<file path="config.mk">
export PLATFORM = sky130hd
export DESIGN_NAME = hamming74_serial_tx_flat
export DESIGN_NICKNAME = d
export VERILOG_FILES = /design/src/rtl/hamming_pkg.sv /design/src/rtl/hamming74_serial_tx_if.sv /design/src/rtl/hamming74_enc.sv /design/src/rtl/hamming74_serial_tx.sv /design/src/flat_wrapper.sv
export SDC_FILE = /design/constraint.sdc
export NUM_CORES = 1
export LEC_CHECK = 0
export BUFFER_PORTS_ARGS = -buffer_cell sky130_fd_sc_hd__buf_2
export CORE_UTILIZATION = 40
export CTS_CLUSTER_DIAMETER = 200
export DETAILED_ROUTE_END_ITERATION = 10
export PLACE_DENSITY_LB_ADDON = 0.3
export SLEW_MARGIN = 20
export SYNTH_ARGS = -nofsm -noshare
export SYNTH_HDL_FRONTEND = slang
export SYNTH_SLANG_ARGS = --single-unit
</file>
<file path="constraint.sdc">
create_clock -name io_io_in -period 1.42 [get_ports io_io_in]
set_input_delay 0 -clock io_io_in [delete_from_list [all_inputs] [get_ports io_io_in]]
set_output_delay 0 -clock io_io_in [all_outputs]
set_load 0.02 [all_outputs]
</file>
<file path="src/rtl/hamming_pkg.sv">
// rtl/hamming_pkg.sv - shared types and codeword layout for the Hamming(7,4) serial transmitter
package hamming_pkg;

  typedef enum logic [1:0] {
    IDLE  = 2'd0,
    SHIFT = 2'd1,
    GAP   = 2'd2
  } state_t;

  localparam int CW_BITS   = 7;
  localparam int DATA_BITS = 4;

  // Codeword vector index = codeword position - 1
  localparam int POS_P1 = 0;
  localparam int POS_P2 = 1;
  localparam int POS_D1 = 2;
  localparam int POS_P4 = 3;
  localparam int POS_D2 = 4;
  localparam int POS_D3 = 5;
  localparam int POS_D4 = 6;

endpackage

</file>
<file path="src/rtl/hamming74_serial_tx_if.sv">
// rtl/hamming74_serial_tx_if.sv - pin bundle of the transmitter: io_in (clk, rst_n, load, inject, d) and io_out
interface hamming74_serial_tx_if;

  logic [7:0] io_in;
  logic [7:0] io_out;

  modport master (output io_in, input io_out);
  modport slave  (input io_in, output io_out);

endinterface

</file>
<file path="src/rtl/hamming74_enc.sv">
// rtl/hamming74_enc.sv - combinational Hamming(7,4) encoder, positions 1..7 = p1 p2 d1 p4 d2 d3 d4
module hamming74_enc
  import hamming_pkg::*;
(
  input  logic [DATA_BITS-1:0] i_d,
  output logic [CW_BITS-1:0]   o_cw
);

  always_comb begin
    o_cw         = '0;
    o_cw[POS_P1] = i_d[0] ^ i_d[1] ^ i_d[3];
    o_cw[POS_P2] = i_d[0] ^ i_d[2] ^ i_d[3];
    o_cw[POS_D1] = i_d[0];
    o_cw[POS_P4] = i_d[1] ^ i_d[2] ^ i_d[3];
    o_cw[POS_D2] = i_d[1];
    o_cw[POS_D3] = i_d[2];
    o_cw[POS_D4] = i_d[3];
  end

endmodule

</file>
<file path="src/rtl/hamming74_serial_tx.sv">
// rtl/hamming74_serial_tx.sv - latches a nibble, encodes Hamming(7,4), shifts it out serially with frame/last strobes
// Optional macro ERROR_INJECT_EN: inject flips codeword position 3 (d1) in the transmitted bits only.
module hamming74_serial_tx
  import hamming_pkg::*;
#(
  parameter int GAP_CYCLES = 2,
  parameter int POS1_FIRST = 1
) (
  hamming74_serial_tx_if.slave io
);

  localparam logic [2:0] LAST_CNT = 3'(CW_BITS - 1);
  localparam logic [3:0] GAP_LAST = 4'(GAP_CYCLES - 1);

  logic                 w_clk;
  logic                 w_rst_n;
  logic                 w_load;
  logic [DATA_BITS-1:0] w_d;
  logic [CW_BITS-1:0]   w_enc_cw;
  logic [CW_BITS-1:0]   w_tx_cw;
  logic [2:0]           w_enc_par;
  logic                 w_ready;

  state_t               r_state;
  state_t               w_next_state;
  logic [2:0]           r_cnt;
  logic [2:0]           w_next_cnt;
  logic [3:0]           r_gap;
  logic [3:0]           w_next_gap;
  logic [CW_BITS-1:0]   r_cw;
  logic [CW_BITS-1:0]   w_next_cw;
  logic [2:0]           r_par;
  logic [2:0]           w_next_par;
  logic                 r_ser;
  logic                 w_next_ser;
  logic                 r_frame;
  logic                 w_next_frame;
  logic                 r_last;
  logic                 w_next_last;
  logic                 r_done;
  logic                 w_next_done;

  assign w_clk   = io.io_in[0];
  assign w_rst_n = io.io_in[1];
  assign w_load  = io.io_in[2];
  assign w_d     = io.io_in[7:4];

  hamming74_enc u_enc (
    .i_d  (w_d),
    .o_cw (w_enc_cw)
  );

  assign w_enc_par = {w_enc_cw[POS_P4], w_enc_cw[POS_P2], w_enc_cw[POS_P1]};

`ifdef ERROR_INJECT_EN
  logic                 w_inject;
  logic [CW_BITS-1:0]   w_flip;

  assign w_inject = io.io_in[3];

  always_comb begin
    w_flip         = '0;
    w_flip[POS_D1] = w_inject;
  end

  assign w_tx_cw = w_enc_cw ^ w_flip;
`else
  logic w_unused_inject;

  assign w_unused_inject = io.io_in[3];
  assign w_tx_cw         = w_enc_cw;
`endif

  function automatic logic tx_bit(input logic [CW_BITS-1:0] cw, input logic [2:0] idx);
    if (POS1_FIRST != 0) begin
      return cw[idx];
    end
    return cw[LAST_CNT - idx];
  endfunction

  assign w_ready = (r_state == IDLE);

  always_comb begin
    w_next_state = r_state;
    w_next_cnt   = r_cnt;
    w_next_gap   = r_gap;
    w_next_cw    = r_cw;
    w_next_par   = r_par;
    w_next_ser   = 1'b0;
    w_next_frame = 1'b0;
    w_next_last  = 1'b0;
    w_next_done  = r_done;
    case (r_state)
      IDLE: begin
        if (w_load) begin
          // Bit 0 is registered on the accepting edge so it appears one cycle later
          w_next_state = SHIFT;
          w_next_cnt   = 3'd0;
          w_next_cw    = w_tx_cw;
          w_next_par   = w_enc_par;
          w_next_ser   = tx_bit(w_tx_cw, 3'd0);
          w_next_frame = 1'b1;
        end
      end
      SHIFT: begin
        if (r_cnt == LAST_CNT) begin
          w_next_done  = ~r_done;
          w_next_gap   = 4'd0;
          w_next_state = (GAP_CYCLES == 0) ? IDLE : GAP;
        end else begin
          w_next_cnt  = r_cnt + 3'd1;
          w_next_ser  = tx_bit(r_cw, r_cnt + 3'd1);
          w_next_last = ((r_cnt + 3'd1) == LAST_CNT);
        end
      end
      GAP: begin
        if (r_gap == GAP_LAST) begin
          w_next_state = IDLE;
        end else begin
          w_next_gap = r_gap + 4'd1;
        end
      end
      default: begin
        w_next_state = IDLE;
      end
    endcase
  end

  always_ff @(posedge w_clk) begin
    if (!w_rst_n) begin
      r_state <= IDLE;
    end else begin
      r_state <= w_next_state;
    end
  end

  always_ff @(posedge w_clk) begin
    if (!w_rst_n) begin
      r_cnt   <= 3'd0;
      r_gap   <= 4'd0;
      r_cw    <= '0;
      r_par   <= 3'd0;
      r_ser   <= 1'b0;
      r_frame <= 1'b0;
      r_last  <= 1'b0;
      r_done  <= 1'b0;
    end else begin
      r_cnt   <= w_next_cnt;
      r_gap   <= w_next_gap;
      r_cw    <= w_next_cw;
      r_par   <= w_next_par;
      r_ser   <= w_next_ser;
      r_frame <= w_next_frame;
      r_last  <= w_next_last;
      r_done  <= w_next_done;
    end
  end

  assign io.io_out = {r_done, r_par, r_last, w_ready, r_frame, r_ser};

endmodule

</file>
<file path="src/flat_wrapper.sv">
// flat-port wrapper written by rule: the top's interface ports become plain ports
module hamming74_serial_tx_flat import hamming_pkg::*;
#(
  parameter int GAP_CYCLES = 2,
  parameter int POS1_FIRST = 1
)
  (io_io_in, io_io_out);
  hamming74_serial_tx_if io_i ();
  input wire logic [$bits(io_i.io_in)-1:0] io_io_in;
  output wire logic [$bits(io_i.io_out)-1:0] io_io_out;
  assign io_i.io_in = io_io_in;
  assign io_io_out = io_i.io_out;
  hamming74_serial_tx #(.GAP_CYCLES(GAP_CYCLES), .POS1_FIRST(POS1_FIRST)) u_core (.io(io_i));
endmodule
</file>
==> results of run 1 <==
[cells in the mapped netlist (all sizes together), types with 2 or more instances]
library cell   n  area (um^2)
a21oi         16        83.83
and2           2        12.51
buf           11        82.57
dfxtp         20        400.4
ha             9        112.6
inv            9        33.78
mux2           2        22.52
mux2i          2        20.02
nand2         23        86.33
nand3          3        15.01
nand4          2        18.77
nor2           8        30.03
nor3           4        20.02
o21ai          4        20.02
o32ai          2        17.52
or3b           2        20.02
xnor2          4        35.03
xor2           3        26.28
[logic make-up after synthesis]
logic type / count (synthesis)
simple gates: 47
fa+ha+maj: 9
compound gates: 28
flops: 20
xor+xnor: 7
mux: 5
buf+inv: 21
[timing repair]
action	CTS
endpoints found under the setup margin	22
pin swaps	21
setup buffers	9
gates resized for setup	55
[per-layer routing]
| layer | global-route usage | overflow |
|---|---|---|
| met5 | 0.1250 | 0 |
| met4 | 702.7 | 196587 |
| met3 | 152.8 | 65526 |
| met2 | 0.4991 | 0 |
| met1 | 0.2645 | 0 |
[stage by stage]
step,setup WS (ns),cells,hold WS (ns),utilization
after CTS,-0.1238,254,-0.0008878,0.7794
after detailed placement,-0.03128,177,0.1122,0.4622
after floorplan,-0.02242,137,0.1622,-
after global placement,0.004113,177,0.1122,0.4622
==> impl_metrics.csv, run 1 <==
group,metric,value,unit
floorplanning,start_util,0.4224,
logic_synthesis,yosys.area_share.xor_xnor,0.05309,
floorplanning,chipWidth,55.73,um
logic_synthesis,ys_seq_area_frac,0.3467,
logic_synthesis,netlist_area,0.001155,mm^2
outcome,status,"did not finish",
logic_synthesis,synthCells,137,
logic_synthesis,yosys_register_bits,20,
logic_synthesis,synth_nets,154,
global_routing,grtUsageTotal,129.2,
placement,port-buffer-count,8,
logic_synthesis,synth_mux_area_frac,0.05634,
logic_synthesis,synth.distinct_cells,34,
logic_synthesis,synth_compound_area_frac,0.1495,
cts,ctsHoldBuffers,0,
logic_synthesis,ys_async_sr_fraction,0,
placement,dpl_cell_area,0.001264,mm^2
placement,gp_congestion,0.8530,
logic_synthesis,synth_area_per_cell,8.430,um^2
floorplanning,num_rows,19,
global_routing,grt-ovfl-total,262113,
outcome,stop_error,"[ERROR GRT-0232] Routing congestion too high. Check the congestion heatmap in the GUI.",
floorplanning,ioPinCount,16,
placement,hpwl,1.658,mm
global_routing,grt_max_degree,13,
logic_synthesis,ys.flop_type,"dfxtp_1",
floorplanning,die_y,55.73,um
logic_synthesis,yosys_warnings,0,
outcome,haltStage,"global routing (5_1_grt)",
logic_synthesis,synth_top_family_by_area,"simple AND/OR/NAND/NOR gates",
sta,endpoint_type,"register input",
logic_synthesis,synth_edf_count,0,
logic_synthesis,synth-simple-area-share,0.1928,
sta,worst_endpoint,"u_core.r_state[0]$_SDFFE_PN0P_/D",
logic_synthesis,synthAdderAreaFrac,0.09751,
==> run 2: changes to the inputs <==
CORE_UTILIZATION = 25   (was 40)
CTS_CLUSTER_DIAMETER = not set   (was 200)
PLACE_DENSITY_LB_ADDON = 0.15   (was 0.3)
clock period = 1.85 ns   (was 1.42 ns; I/O delays follow)
==> impl_metrics.csv, run 2 <==
group,metric,value,unit
worst_setup_path,critPathKind,"clk -> reg",
power_and_ir_drop,leakagePower,1.030,nW
floorplanning,start_util,0.2634,
outcome,status,"finished clean",
sta,fin_skew,0.005735,ns
global_routing,grt_max_degree,13,
worst_hold_path,holdCritStartpoint,"io_io_in[6]",
global_routing,grt.busiest_layer,"met4",
global_routing,grt_pass1_wl,7.707,mm
layout,antennaDiodeCount,0,
logic_synthesis,synth_nets,154,
logic_synthesis,synth_common_cells,"23 x nand2_1, 20 x dfxtp_1, 15 x a21oi_1",
routing,final_antenna_net_count,0,
routing,drc_errors,0,
cts,cts_tree,"built",
global_routing,grt_util_met2,0.2073,
global_routing,antenna_found_initial,0,
sta,maxSlewHeadroom,0.8079,
logic_synthesis,synth.area.top_cells,"dfxtp_1 35%, ha_1 9.8%, nand2_1 7.5%, a21oi_1 6.5%, buf_4 5.9%",
worst_setup_path,endpoint_kind,"flop",
routing,via_per_inst,5.180,
sta,rsz0062_at_grt,"false",
sta,hold_viol,0,
worst_setup_path,path_max_fanout,2,
floorplanning,die_area,0.004895,mm^2
power_and_ir_drop,power_density,2690,mW/mm^2
logic_synthesis,yosys_warnings,0,
layout,multi_input_area,679.4,um^2
floorplanning,chipWidth,69.97,um
layout,drive_gt1_frac,0.3684,
logic_synthesis,ys_seq_area_frac,0.3467,
global_routing,grtUsageTotal,0.2229,
worst_setup_path,reg2reg_from,"u_core.r_state[1]",
routing,wire_per_inst,16.15,um
logic_synthesis,synth_area_per_cell,8.430,um^2
routing,vias,1352,
logic_synthesis,synth_edf_count,0,
logic_synthesis,synth.distinct_cells,34,
layout,final_common_cell,"clkbuf_8",
global_routing,grt-ovfl-total,0,
logic_synthesis,yosys_register_bits,20,
worst_setup_path,critPathLaunchType,"clock port",
logic_synthesis,netlist_area,0.001155,mm^2
worst_hold_path,hold_depth,4,
sta,final.setup.worst_slack,0.06090,ns
layout,area.growth.synth_to_final,83.75,%
placement,port-buffer-count,8,
logic_synthesis,synthCells,137,
floorplanning,num_rows,24,
power_and_ir_drop,ir_worst_vdd,0.9352,mV
floorplanning,coreArea,0.004384,mm^2
sta,tightest_slew,0.2878,ns
floorplanning,ioPinCount,16,
layout,seq_area,400.4,um^2
worst_setup_path,worstPathRequired,2.03,ns
layout,layout.nets,215,
floorplanning,die_y,69.97,um
global_routing,grt_util_met3,0.3102,
worst_hold_path,hold_path_class,"clk -> reg",
sta,setup_tns,0,ns
worst_hold_path,min_to,"u_core.r_cw[5]",
layout,reg_top3,"u_core.r_cw: 5 flops, u_core.r_gap: 4 flops, u_core.r_cnt: 3 flops",
worst_setup_path,reg2reg_to,"u_core.r_gap[2]",
flow_run,maxCapViolCount,0,
global_routing,grt_pass1_vias,2046,
placement,hpwl,1.727,mm
cts,clk_latency,0.28,ns
routing,firstDrtPassIters,6,
logic_synthesis,ys_async_sr_fraction,0,
logic_synthesis,synth_top_area_frac,0.3467,
layout,final_area,0.002122,mm^2
placement,gp_congestion,0.8275,
logic_synthesis,yosysMostFrequentCell,"nand2_1",
worst_setup_path,rrSetupSlack,0.16,ns
cts,post-cts-setup-buffers,0,
cts,clkTransAtPathRegs,0.09,ns
worst_setup_path,crit_arrival,1.97,ns
placement,dpl_cell_area,0.001181,mm^2
layout,largest_reg_flops,5,
layout,nFillCells,398,
routing,drt_iter0_markers,143,
routing,routed_wl,4.214,mm
sta,setup_viol,0,
layout,final_cell_mix,"48 x clkbuf_8, 24 x inv_1, 21 x nand2_1",
logic_synthesis,ys.flop_type,"dfxtp_1",
sta,slew_viol_final,0,
global_routing,grtUsageMet1,0.1219,
layout,regMostFlops,"u_core.r_cw",
logic_synthesis,yosysTopAreaCell,"dfxtp_1",
placement,place_ws,0.2355,ns
worst_setup_path,rr_worst_depth,6,
==> run 2: cell counts after synthesis <==
No cell type changed its count.
==> run 2: worst max path at each step <==
stage	from	to	slack (ns)	depth (start not counted)
after floorplan	io_io_in[1]	u_core.r_cnt[0]	0.19	4
after global placement	u_core.r_state[1]	u_core.r_gap[2]	0.27	6
after detailed placement	u_core.r_state[1]	u_core.r_gap[2]	0.24	6
after CTS	io_io_in[6]	u_core.r_cw[3]	0.01	8
after global routing	io_io_in[2]	u_core.r_cnt[1]	0.004	8
final	io_io_in[7]	u_core.r_par[0]	0.06	8
==> run 2: power breakdown <==
part	leakage, nW	switching (W)	internal, W
clock	0.638	0.00183	0.00340
combinational	0.219	0	0
sequential	0.172	0	0.000481
==> run 2: area by class of cell <==
type | count | area share
Clock buffer | 54 | 0.3225
Clock inverter | 23 | 0.1032
Multi-Input combinational cell | 96 | 0.3202
Inverter | 7 | 0.01238
Sequential cell | 20 | 0.1887
Tap cell | 52 | 0.03066
Timing Repair Buffer | 9 | 0.02241
==> run 2: kinds of logic after synthesis <==
logic type | after synthesis | share of synthesized area
mux | 5 | 0.05634
fa+ha+maj | 9 | 0.09751
xor+xnor | 7 | 0.05309
flops | 20 | 0.3467
compound gates | 28 | 0.1495
buf+inv | 21 | 0.1040
simple gates | 47 | 0.1929
==> run 2: routing by layer <==
layer	routed length, um	share of wire
met5	0	0
met4	342	0.081
met3	493	0.12
met2	1846	0.44
met1	1532	0.36
==> run 2: timing repair <==
action                     4_1_cts  5_1_grt
hold buffers                     0        0
pin swaps                        1        0
setup endpoints to repair        5        8
resized for setup                5        5
gates cloned                     0        0
==> run 2: per-stage QoR <==
step	hold WS, ns	util	cells	power [W]
finish	0.1507	0.4840	261	0.005708
global route	0.1541	0.4840	261	0.006174
CTS	0.1611	0.4777	261	0.005774
detailed placement	0.1122	0.2694	186	0.001205
global placement	0.1122	0.2694	186	0.001205
floorplan	0.1622	-	137	0.001297
==> run 2: worst max-delay path, stage by stage <==
cell and delay, ns:
clkbuf_8 0.12, clkbuf_8 0.14, xor2_2 0.18, xnor2_1 0.18
clkbuf_8 0.17, clkbuf_8 0.11, o21a_1 0.10, nor2_1 0.04
(Power assumes the default switching activity.)
